<file path="src/rtl/mult_seq_param.sv">
// rtl/mult_seq_param.sv - sequential shift-add multiplier, unsigned or two's-complement
//
// Ports:
//   clk         rising-edge clock
//   rst_n       asynchronous active-low reset
//   in_valid    operands a, b, signed_mode are presented
//   in_ready    block accepts operands this cycle (IDLE only, 0 while in reset)
//   a, b        multiplicand / multiplier, WIDTH bits
//   signed_mode 1 = two's-complement operands, 0 = unsigned
//   out_valid   product is valid (DONE only)
//   out_ready   consumer takes the product
//   product     2*WIDTH-bit result, held until the next DONE entry
module mult_seq_param #(
  parameter int WIDTH = 8
) (
  input  logic                 clk,
  input  logic                 rst_n,
  input  logic                 in_valid,
  output logic                 in_ready,
  input  logic [WIDTH-1:0]     a,
  input  logic [WIDTH-1:0]     b,
  input  logic                 signed_mode,
  output logic                 out_valid,
  input  logic                 out_ready,
  output logic [2*WIDTH-1:0]   product
);

  localparam int PW = 2 * WIDTH;
  localparam int CW = $clog2(WIDTH);
  localparam logic [CW-1:0] LAST = CW'(WIDTH - 1);

  typedef enum logic [1:0] {IDLE, CALC, DONE} state_t;

  state_t          state;
  state_t          state_nxt;
  logic [PW-1:0]   acc;
  logic [PW-1:0]   a_sh;      // extended a, pre-shifted to the current bit weight
  logic [WIDTH-1:0] b_sh;     // captured b, current bit always in b_sh[0]
  logic            sm_q;
  logic [CW-1:0]   cnt;
  logic            rdy_q;
  logic            accept;
  logic            last_bit;
  logic [PW-1:0]   acc_sum;

  // rdy_q is only ever 1 in IDLE, so it alone qualifies acceptance.
  assign accept    = rdy_q & in_valid;
  assign last_bit  = (cnt == LAST);
  assign in_ready  = rdy_q;
  assign out_valid = (state == DONE);

  // The MSB of a two's-complement multiplier carries negative weight.
  always_comb begin
    acc_sum = acc;
    if (b_sh[0]) begin
      if (last_bit && sm_q) acc_sum = acc - a_sh;
      else                  acc_sum = acc + a_sh;
    end
  end

  always_comb begin
    state_nxt = state;
    unique case (state)
      IDLE:    if (accept)    state_nxt = CALC;
      CALC:    if (last_bit)  state_nxt = DONE;
      DONE:    if (out_ready) state_nxt = IDLE;
      default:                state_nxt = IDLE;
    endcase
  end

  // in_ready is registered so it stays low during reset and rises only
  // after the first clock edge with rst_n high.
  always_ff @(posedge clk or negedge rst_n) begin
    if (!rst_n) begin
      state <= IDLE;
      rdy_q <= 1'b0;
    end else begin
      state <= state_nxt;
      rdy_q <= (state_nxt == IDLE);
    end
  end

  always_ff @(posedge clk or negedge rst_n) begin
    if (!rst_n) begin
      acc     <= '0;
      a_sh    <= '0;
      b_sh    <= '0;
      sm_q    <= 1'b0;
      cnt     <= '0;
      product <= '0;
    end else begin
      unique case (state)
        IDLE: begin
          if (accept) begin
            a_sh <= {{WIDTH{signed_mode & a[WIDTH-1]}}, a};
            b_sh <= b;
            sm_q <= signed_mode;
            acc  <= '0;
            cnt  <= '0;
          end
        end
        CALC: begin
          acc  <= acc_sum;
          a_sh <= a_sh << 1;
          b_sh <= b_sh >> 1;
          cnt  <= cnt + CW'(1);
          if (last_bit) product <= acc_sum;
        end
        default: ;
      endcase
    end
  end

endmodule

</file>
<file path="config.mk">
export PLATFORM = sky130hd
export DESIGN_NAME = mult_seq_param
export DESIGN_NICKNAME = d
export VERILOG_FILES = /design/src/rtl/mult_seq_param.sv
export SDC_FILE = /design/constraint.sdc
export NUM_CORES = 1
export LEC_CHECK = 0
export BUFFER_PORTS_ARGS = -buffer_cell sky130_fd_sc_hd__buf_2
export CAP_MARGIN = 20
export CORE_MARGIN = 2
export CORE_UTILIZATION = 50
export DETAILED_ROUTE_END_ITERATION = 12
export PLACE_DENSITY = 0.68
export SLEW_MARGIN = 20
export SYNTH_ARGS = -nofsm -noshare
export SYNTH_HDL_FRONTEND = slang
export SYNTH_SLANG_ARGS = --single-unit
</file>
<file path="constraint.sdc">
create_clock -name clk -period 4.3 [get_ports clk]
set_input_delay 1.075 -clock clk [delete_from_list [all_inputs] [get_ports clk]]
set_output_delay 1.075 -clock clk [all_outputs]
set_load 0.02 [all_outputs]
</file>
# [Yosys cells after proc, flatten, opt, wreduce, memory -nomap -nowiden]
# Index checks and enable logic that the tools add are counted.
[word_totals] reg_bits=63 output_inout_bits=18 elab_cells=38
[op_classes] add_sub_neg=3 n_eq_ne=4 n_mux=14 bitwise_logic=2 n_reduce_logical=7
[ops] operator="16-bit two-way mux" n=4
[ops] operator="16-bit case mux with 2 select lines" n=2
[ops] operator="16-bit adder" n=1
[ops] operator="8-bit case mux with 2 select lines" n=1
[ops] operator="16-bit subtractor" n=1
[ops] operator="8-bit two-way mux" n=1
[ops] operator="2-bit two-way mux" n=3
[ops] operator="2-bit case mux with 3 select lines" n=1
[ops] operator="3-bit case mux with 2 select lines" n=1
[ops] operator="2-bit AND reduction" n=3
[ops] operator="2-bit logical NOT" n=2
[ops] operator="3-bit by 1-bit adder with 3-bit output (second input constant)" n=1
[ops] operator="3-bit == test (second input constant)" n=1
[ops] operator="3-bit two-way mux" n=1
[ops] operator="1-bit AND" n=2
[ops] operator="2-bit by 1-bit == test with 1-bit output (second input constant)" n=1
[ops] operator="2-bit == test (second input constant)" n=1
[ops] operator="2-bit != test (second input constant)" n=1
[ops] operator="2-bit nonzero test" n=1
[ops] operator="1-bit logical AND" n=1

# [Longest topological paths before layout]
# Gate-level depths: netlist of the first run.
[depth] word_depth=5 mapped_depth=16 depth_no_buf=15

# [Least setup slack after synthesis of the first run]
# Ideal clock, no wire load.
[synth_path] path_type="register to register" start="register cnt[0]" end="register product[15]" setup_time_ps=130 arrival_ps=3065 slack_ps=1105 path_stages_with_launch=17 path_buffers=2 period_less_slack_ps=3195 cell_sequence="dfrtp_1 -> ha_1 -> ha_1 -> and2_1 -> clkbuf_1 -> a21oi_1 -> xnor2_1 -> ha_1 -> buf_2 -> a21oi_1 -> nand2_1 -> a211oi_2 -> a21oi_1 -> or4_4 -> nand3_2 -> xor2_1 -> o21ai_1"
[synth_via] elab_chain_len=4
[synth_rtl] element="start: declaration" line="40" source="logic [CW-1:0] cnt;"
[synth_rtl] element="start signal: assignment" line="106" source="cnt <= cnt + CW'(1);"
[synth_rtl] element="3-bit == test *" line="48" source="assign last_bit = (cnt == LAST);"
[synth_rtl] element="1-bit logical AND" line="56" source="if (last_bit && sm_q) acc_sum = acc - a_sh;"
[synth_rtl] element="16-bit two-way mux" line="56"
[synth_rtl] element="16-bit two-way mux" line="55" source="if (b_sh[0]) begin"
[synth_rtl] element="end signal: assignment" line="107" source="if (last_bit) product <= acc_sum;"
[synth_rtl] element="end: declaration" line="25" source="output logic [2*WIDTH-1:0] product"
# Every way passes the cells marked *; elsewhere a longest branch is shown, timed or not.
# A chain may end at the register's enable or synchronous reset.

# [Worst setup path after layout of the first run]
[layout_path] start="register a_sh[4]" end="register product[15]"
[layout_via] elab_chain_len=3
[layout_rtl] element="start: declaration" line="37" source="logic [PW-1:0] a_sh;"
[layout_rtl] element="start signal: assignment" line="95" source="a_sh <= {{WIDTH{signed_mode & a[WIDTH-1]}}, a};"
[layout_rtl] element="start signal: assignment" line="104" source="a_sh <= a_sh << 1;"
[layout_rtl] element="16-bit adder or 16-bit subtractor (tied branches)" line="57, 56"
[layout_rtl] element="16-bit two-way mux *" line="56"
[layout_rtl] element="16-bit two-way mux *" line="55"
# Marked as above.

==> results.py, run 1 <==
metrics = {
    "status": {
        "run_status": "complete, no violations",
    },
    "setup_path": {
        "critPathArrivalTime_ns": 3.64,
        "slowest_delay_ns": 0.50,
        "crit_path_max_fanout": 8,
        "end_kind": "register",
        "critPathKind": "register to register",
        "critPathMostFrequentCell": "xor2_1",
        "critPathSlowestCell": "or4_4",
        "critical_path_buf_inv_count": 0,
        "startpoint_type": "register",
        "cp_top_family": "simple AND/OR/NAND/NOR gates",
        "critical_path_required_ns": 4.52,
        "worstPathCellList": "nor3_1 > nand3b_1 > or2_2 > o21ai_0 > xor2_1 > ha_1 > nand4_1 > nor2b_1 > a211oi_2 > a21oi_1 > or4_4 > nand3_2 > xor2_1 > o21ai_1",
    },
    "sta": {
        "slew_violations": 0,
        "period_minus_slack_ns": 3.426,
        "setup-tns-final_ns": 0,
        "slew_headroom_pct": 43.76,
        "worst_pin_slew_ns": 0.8405,
        "hold_violations": 0,
        "fmax_mhz": 291.9,
        "fin_skew_ns": 0.008415,
        "post-route-period-util_pct": 79.67,
        "finalWorstSetupSlack_ns": 0.8742,
        "setup_viol": 0,
        "rsz0062_at_grt": "false",
    },
    "drt": {
        "ant_nets": 0,
        "wl_mm": 7.709,
        "wl_per_cell_um": 14.63,
        "remaining_drc_errors": 0,
        "avgViaCountPerCell": 5.416,
        "vias": 2854,
        "drt_iter0_drc": 140,
        "drtPass1Iterations": 4,
    },
    "logic_synthesis": {
        "yosysUniqueCellTypes": 46,
        "synth-adder-area-share_pct": 6.685,
        "synth_flop_cell": "dfrtp_1",
        "yosys_warnings": 0,
        "synth_top_family_by_area": "compound AO/OA/AOI/OAI gates",
        "synth.avg_cell_area_sq_um": 9.455,
        "synth-compound-area-share_pct": 19.20,
        "syn_nets": 428,
        "yosysTopAreaCell": "dfrtp_1",
        "netlist_area_sq_mm": 0.003669,
        "synth-simple-area-share_pct": 15.21,
        "synth_edf_count": 0,
        "synth_top_area_share_pct": 42.97,
        "yosysSeqAreaShare_pct": 42.97,
        "muxShareOfSynthArea_pct": 7.128,
        "netlist_top_cells_area": "dfrtp_1 43%, mux2i_1 6.8%, nand2_1 6.5%",
        "synth_cells": 388,
        "synth-xor-area-share_pct": 5.969,
        "async_flop_share_pct": 100.0,
        "ys_seq_elements": 63,
    },
    "clock_tree": {
        "cts_root_buf": "clkbuf_8",
        "clock_latency_ns": 0.35,
        "clockBufferDepth": 2,
        "cts_buffers": 9,
        "postCtsHoldBufs": 0,
        "worst_setup_hold_path_clk_slew_ns": 0.06,
        "cts_tree": "yes",
        "cts-htree-levels": 3,
        "postCtsSetupBuffers": 0,
        "cts_sinks": 63,
        "cts_resized": 0,
    },
    "floorplanning": {
        "die_x_um": 89.66,
        "core_area_sq_mm": 0.007176,
        "ios": 39,
        "dieArea_sq_mm": 0.008038,
        "rows": 31,
        "start_util_pct": 51.12,
        "die-height_um": 89.66,
    },
    "layout": {
        "fillers": 661,
        "antenna_cells": 0,
        "drive_gt1_share_pct": 16.59,
        "area_growth_pct": 14.09,
        "num-nets-final": 463,
    },
    "min_path": {
        "hp-class": "register to register",
    },
    "global_route": {
        "grt_pass1_wl_mm": 13.02,
        "antenna_found_initial": 0,
        "grt_max_degree": 49,
        "gr-total-overflow": 0,
        "grt_pass1_vias": 2719,
        "grtUsageTotal_pct": 21.49,
    },
    "run": {
        "drv_cap": 0,
    },
    "place": {
        "dp_slack_ns": 0.8869,
        "io_buffer_count": 38,
        "hpwl_mm": 5.615,
        "gp_congestion": 0.7873,
    },
}
sequential cells by signal, indices dropped and copies added (netlist names):
name and count:
a_sh 16, acc 16, product 16, b_sh 8
cnt 3, state 2, in_ready 1, sm_q 1
routing by layer:
metal,track usage [%],part of all wire (%)
met1,29.76,50
met3,5.119,3.7
met4,8.277,1.6
met2,32.75,45
met5,0,0
logic make-up after synthesis:
kind of cell / Yosys count
AOI/OAI and AO/OA: 108
xor gates and xnor gates: 25
adders and majority gates: 19
buffers and inverters: 27
DFF: 63
muxes: 26
and+or+nand+nor: 120
placed cells by master, fill, tap and decap left out, types with 9 or more instances in the layout:
cell type,synthesis,final
o21ai_0,42,42
buf_2,2,37
mux2i_1,25,25
xnor2_1,17,17
a22oi_1,9,9
nor2_1,21,21
ha_1,18,18
a22o_1,12,12
clkbuf_8,0,11
nand2_1,64,64
dfrtp_1,63,62
a21oi_1,11,11
synth_stat cells, drive strengths merged, types with 2 or more instances:
master / count
xnor2: 17
nand2b: 4
nor3b: 5
nand2: 64
xor2: 8
nor2: 22
o31ai: 4
o21ai: 46
ha: 18
nor2b: 5
nand3: 4
nor3: 7
a21oi: 11
mux2i: 25
dfrtp: 63
a31oi: 4
a21o: 4
inv: 8
clkbuf: 17
nand4: 2
buf: 2
o41ai: 2
and2: 2
a22o: 12
a211o: 2
a22oi: 9
a211oi: 2
o21a: 8
through the flow:
stage	std cells	area [sq um]	util, %	hold WS (ns)
finish	527	4185	58.33	0.4691
global route	527	4185	58.33	0.5002
floorplan	388	3669	-	0.4492
detailed placement	511	3958	55.15	0.4655
global placement	510	3946	55.00	0.4578
CTS	527	4182	58.27	0.4794
worst register-to-register path, stage by stage (launching register included):
cell and delay [ns]:
dfrtp_1 0.43, nor3_1 0.28, nand3b_1 0.13, or2_2 0.32
o21ai_0 0.19, xor2_1 0.19, ha_1 0.35, nand4_1 0.16
nor2b_1 0.07, a211oi_2 0.23, a21oi_1 0.12, or4_4 0.50
nand3_2 0.11, xor2_1 0.15, o21ai_1 0.07
area by class of cell:
type,instances,area (sq um),share of cell area [%]
tap,99,123.9,2.960
inverter,8,30.03,0.7175
sequential,63,1578,37.70
timing repair buffer,43,234.0,5.590
clock buffer,13,158.9,3.797
clock inverter,3,65.06,1.555
multi-input combinational,298,1996,47.68
path summary, 6_finish.rpt:
kind,start,to,slack [ns],cells after the start
min,product[3]$_DFFE_PN0P_,product[3]$_DFFE_PN0P_,0.47,2
max,a_sh[4]$_DFFE_PN0P_,product[15]$_DFFE_PN0P_,0.87,14
min reg2reg,product[3]$_DFFE_PN0P_,product[3]$_DFFE_PN0P_,0.47,2
min in group asynchronous,rst_n,product[5]$_DFFE_PN0P_,0.74,1
max in group asynchronous,rst_n,a_sh[8]$_DFFE_PN0P_,2.89,2
max reg2reg,a_sh[4]$_DFFE_PN0P_,product[15]$_DFFE_PN0P_,0.87,14
Power of run 1 is left out: the tool's default activity adds up to more than one toggle a clock period on the data nets, which glitch-free logic cannot reach.
==> run 2, diff against run 1 <==
Clock period 4.3 ns to 3.25 ns, I/O delays scaled along.
==> run 2 against run 1 <==
- non-clock buffer count grew 22
- clock skew grew 0.0031 ns
- critical path type unchanged
- first-iteration DRC count shrank 40%
- maximum frequency grew 8.2%
- flip-flop and latch count is the same
- worst hold slack lost 0.0067 ns
- register-to-register slack lost 0.79 ns
- routed wire length grew 5.4%
- die area is the same
- cell area grew 7.2%
- cell count grew 4.2%
==> results.py, run 2 (same netlist as run 1, synthesis figures left out) <==
metrics = {
    "floorplanning": {
        "start_util_pct": 51.12,
        "rows": 31,
        "core_area_sq_mm": 0.007176,
        "ios": 39,
        "die-height_um": 89.66,
        "die_x_um": 89.66,
        "dieArea_sq_mm": 0.008038,
    },
    "setup_path": {
        "critPathKind": "register to register",
        "startpoint_type": "register",
        "critPathArrivalTime_ns": 3.37,
        "reg2reg_from": "a_sh[1]$_DFFE_PN0P_",
        "startpoint": "a_sh[1]$_DFFE_PN0P_",
        "worstPathCellList": "inv_1 > ha_2 > nand3b_1 > or2_4 > o21ai_1 > xor2_1 > ha_1 > nand3_1 > nand2_1 > a211oi_4 > a21oi_2 > or4_4 > nand3_2 > xor2_1 > o21ai_1",
        "slowest_delay_ns": 0.52,
        "critPathSlowestCell": "or4_4",
        "crit_path_max_fanout": 4,
        "end_kind": "register",
        "critical_path_required_ns": 3.46,
    },
    "status": {
        "run_status": "complete, no violations",
    },
    "drt": {
        "drt_iter0_drc": 84,
        "avgViaCountPerCell": 5.517,
        "ant_nets": 0,
        "wl_per_cell_um": 14.80,
        "wl_mm": 8.127,
        "vias": 3029,
        "remaining_drc_errors": 0,
        "drtPass1Iterations": 5,
    },
    "layout": {
        "area_growth_pct": 22.31,
        "fillers": 626,
        "num-nets-final": 485,
        "final_cell_mix": "63 x nand2_1, 63 x dfrtp_1, 38 x o21ai_0, 38 x buf_2, 26 x buf_4",
        "drive_gt1_share_pct": 25.56,
        "largestRegisters": "a_sh (16), acc (16), product (16)",
        "antenna_cells": 0,
    },
    "sta": {
        "slew_violations": 0,
        "period_minus_slack_ns": 3.165,
        "rsz0062_at_grt": "true",
        "post-route-period-util_pct": 97.38,
        "hold_violations": 0,
        "hold_ws_ns": 0.4624,
        "setup_viol": 0,
        "slew_headroom_pct": 43.36,
        "fmax_mhz": 316.0,
        "worst_pin_slew_ns": 0.8465,
        "fin_skew_ns": 0.01147,
    },
    "clock_tree": {
        "cts_buffers": 9,
        "clock_latency_ns": 0.35,
        "cts_sinks": 63,
        "clockBufferDepth": 2,
        "cts_root_buf": "clkbuf_8",
        "worst_setup_hold_path_clk_slew_ns": 0.07,
        "cts-htree-levels": 3,
        "cts_tree": "yes",
    },
    "global_route": {
        "gr-total-overflow": 0,
        "grt_pass1_vias": 2990,
        "antenna_found_initial": 0,
        "grt_max_degree": 64,
        "grtUsageTotal_pct": 22.33,
        "grt_pass1_wl_mm": 13.81,
    },
    "place": {
        "io_buffer_count": 38,
        "hpwl_mm": 5.813,
        "gp_congestion": 0.8466,
    },
    "min_path": {
        "hp-class": "input pin to asynchronous set/reset pin",
    },
    "run": {
        "drv_cap": 0,
    },
}
run 2: stage by stage:
stage               cell area [sq um]  worst slack [ns]  util, %  setup TNS, ns  instances
detailed placement               4094           -0.1013    57.05        -0.2318        528
CTS                              4370           0.01333    60.91              0        548
global placement                 4094          -0.01589    57.05       -0.01589        528
finish                           4487           0.08525    62.53              0        549
global route                     4487          -0.06643    62.53       -0.07997        549
floorplan                        3669           0.05489        -              0        388
run 2: cell type report:
cell class              count  area [sq um]  area share [%]
clock buffers               9         123.9           2.761
clock inverters             7         97.59           2.175
inverters                   8         30.03          0.6693
multi-input cells         298          2130           47.46
flip-flops and latches     63          1577           35.14
well taps                  99         123.9           2.761
repair buffers             65         405.4           9.035
run 2: worst max-delay path, delay by kind of cell, from the launching register on:
kind                     cells  cell delay, ns
AND/OR/NAND/NOR              6            1.17
AO/OA/AOI/OAI                4            0.58
adder cells (fa/ha/maj)      2            0.49
flip-flops                   1            0.39
XOR/XNOR                     2            0.31
buffers and inverters        1            0.09
run 2: path summary, 6_finish.rpt:
check / depth (start not counted) / slack, ns / to
max: 15 / 0.09 / product[15]$_DFFE_PN0P_
min: 2 / 0.46 / product[4]$_DFFE_PN0P_
max reg2reg: 15 / 0.09 / product[15]$_DFFE_PN0P_
min reg2reg: 2 / 0.47 / product[5]$_DFFE_PN0P_
max in group asynchronous: 2 / 2.50 / product[15]$_DFFE_PN0P_
min in group clk: 2 / 0.47 / product[5]$_DFFE_PN0P_
run 2: timing repair:
| item | in CTS | in global routing |
|---|---|---|
| setup buffers | 4 | 1 |
| pin swaps | 3 | 7 |
| gates resized for setup | 8 | 24 |
| hold buffers | 0 | 0 |
| setup endpoints to repair | 6 | 10 |
run 2: metal layers:
layer / routed length [um] / global-route usage [%]
met1: 3819 / 30.53
met2: 3871 / 35.63
met3: 302 / 3.656
met4: 133 / 8.684
met5: 0 / 0
Power of run 2 is left out for the same reason.
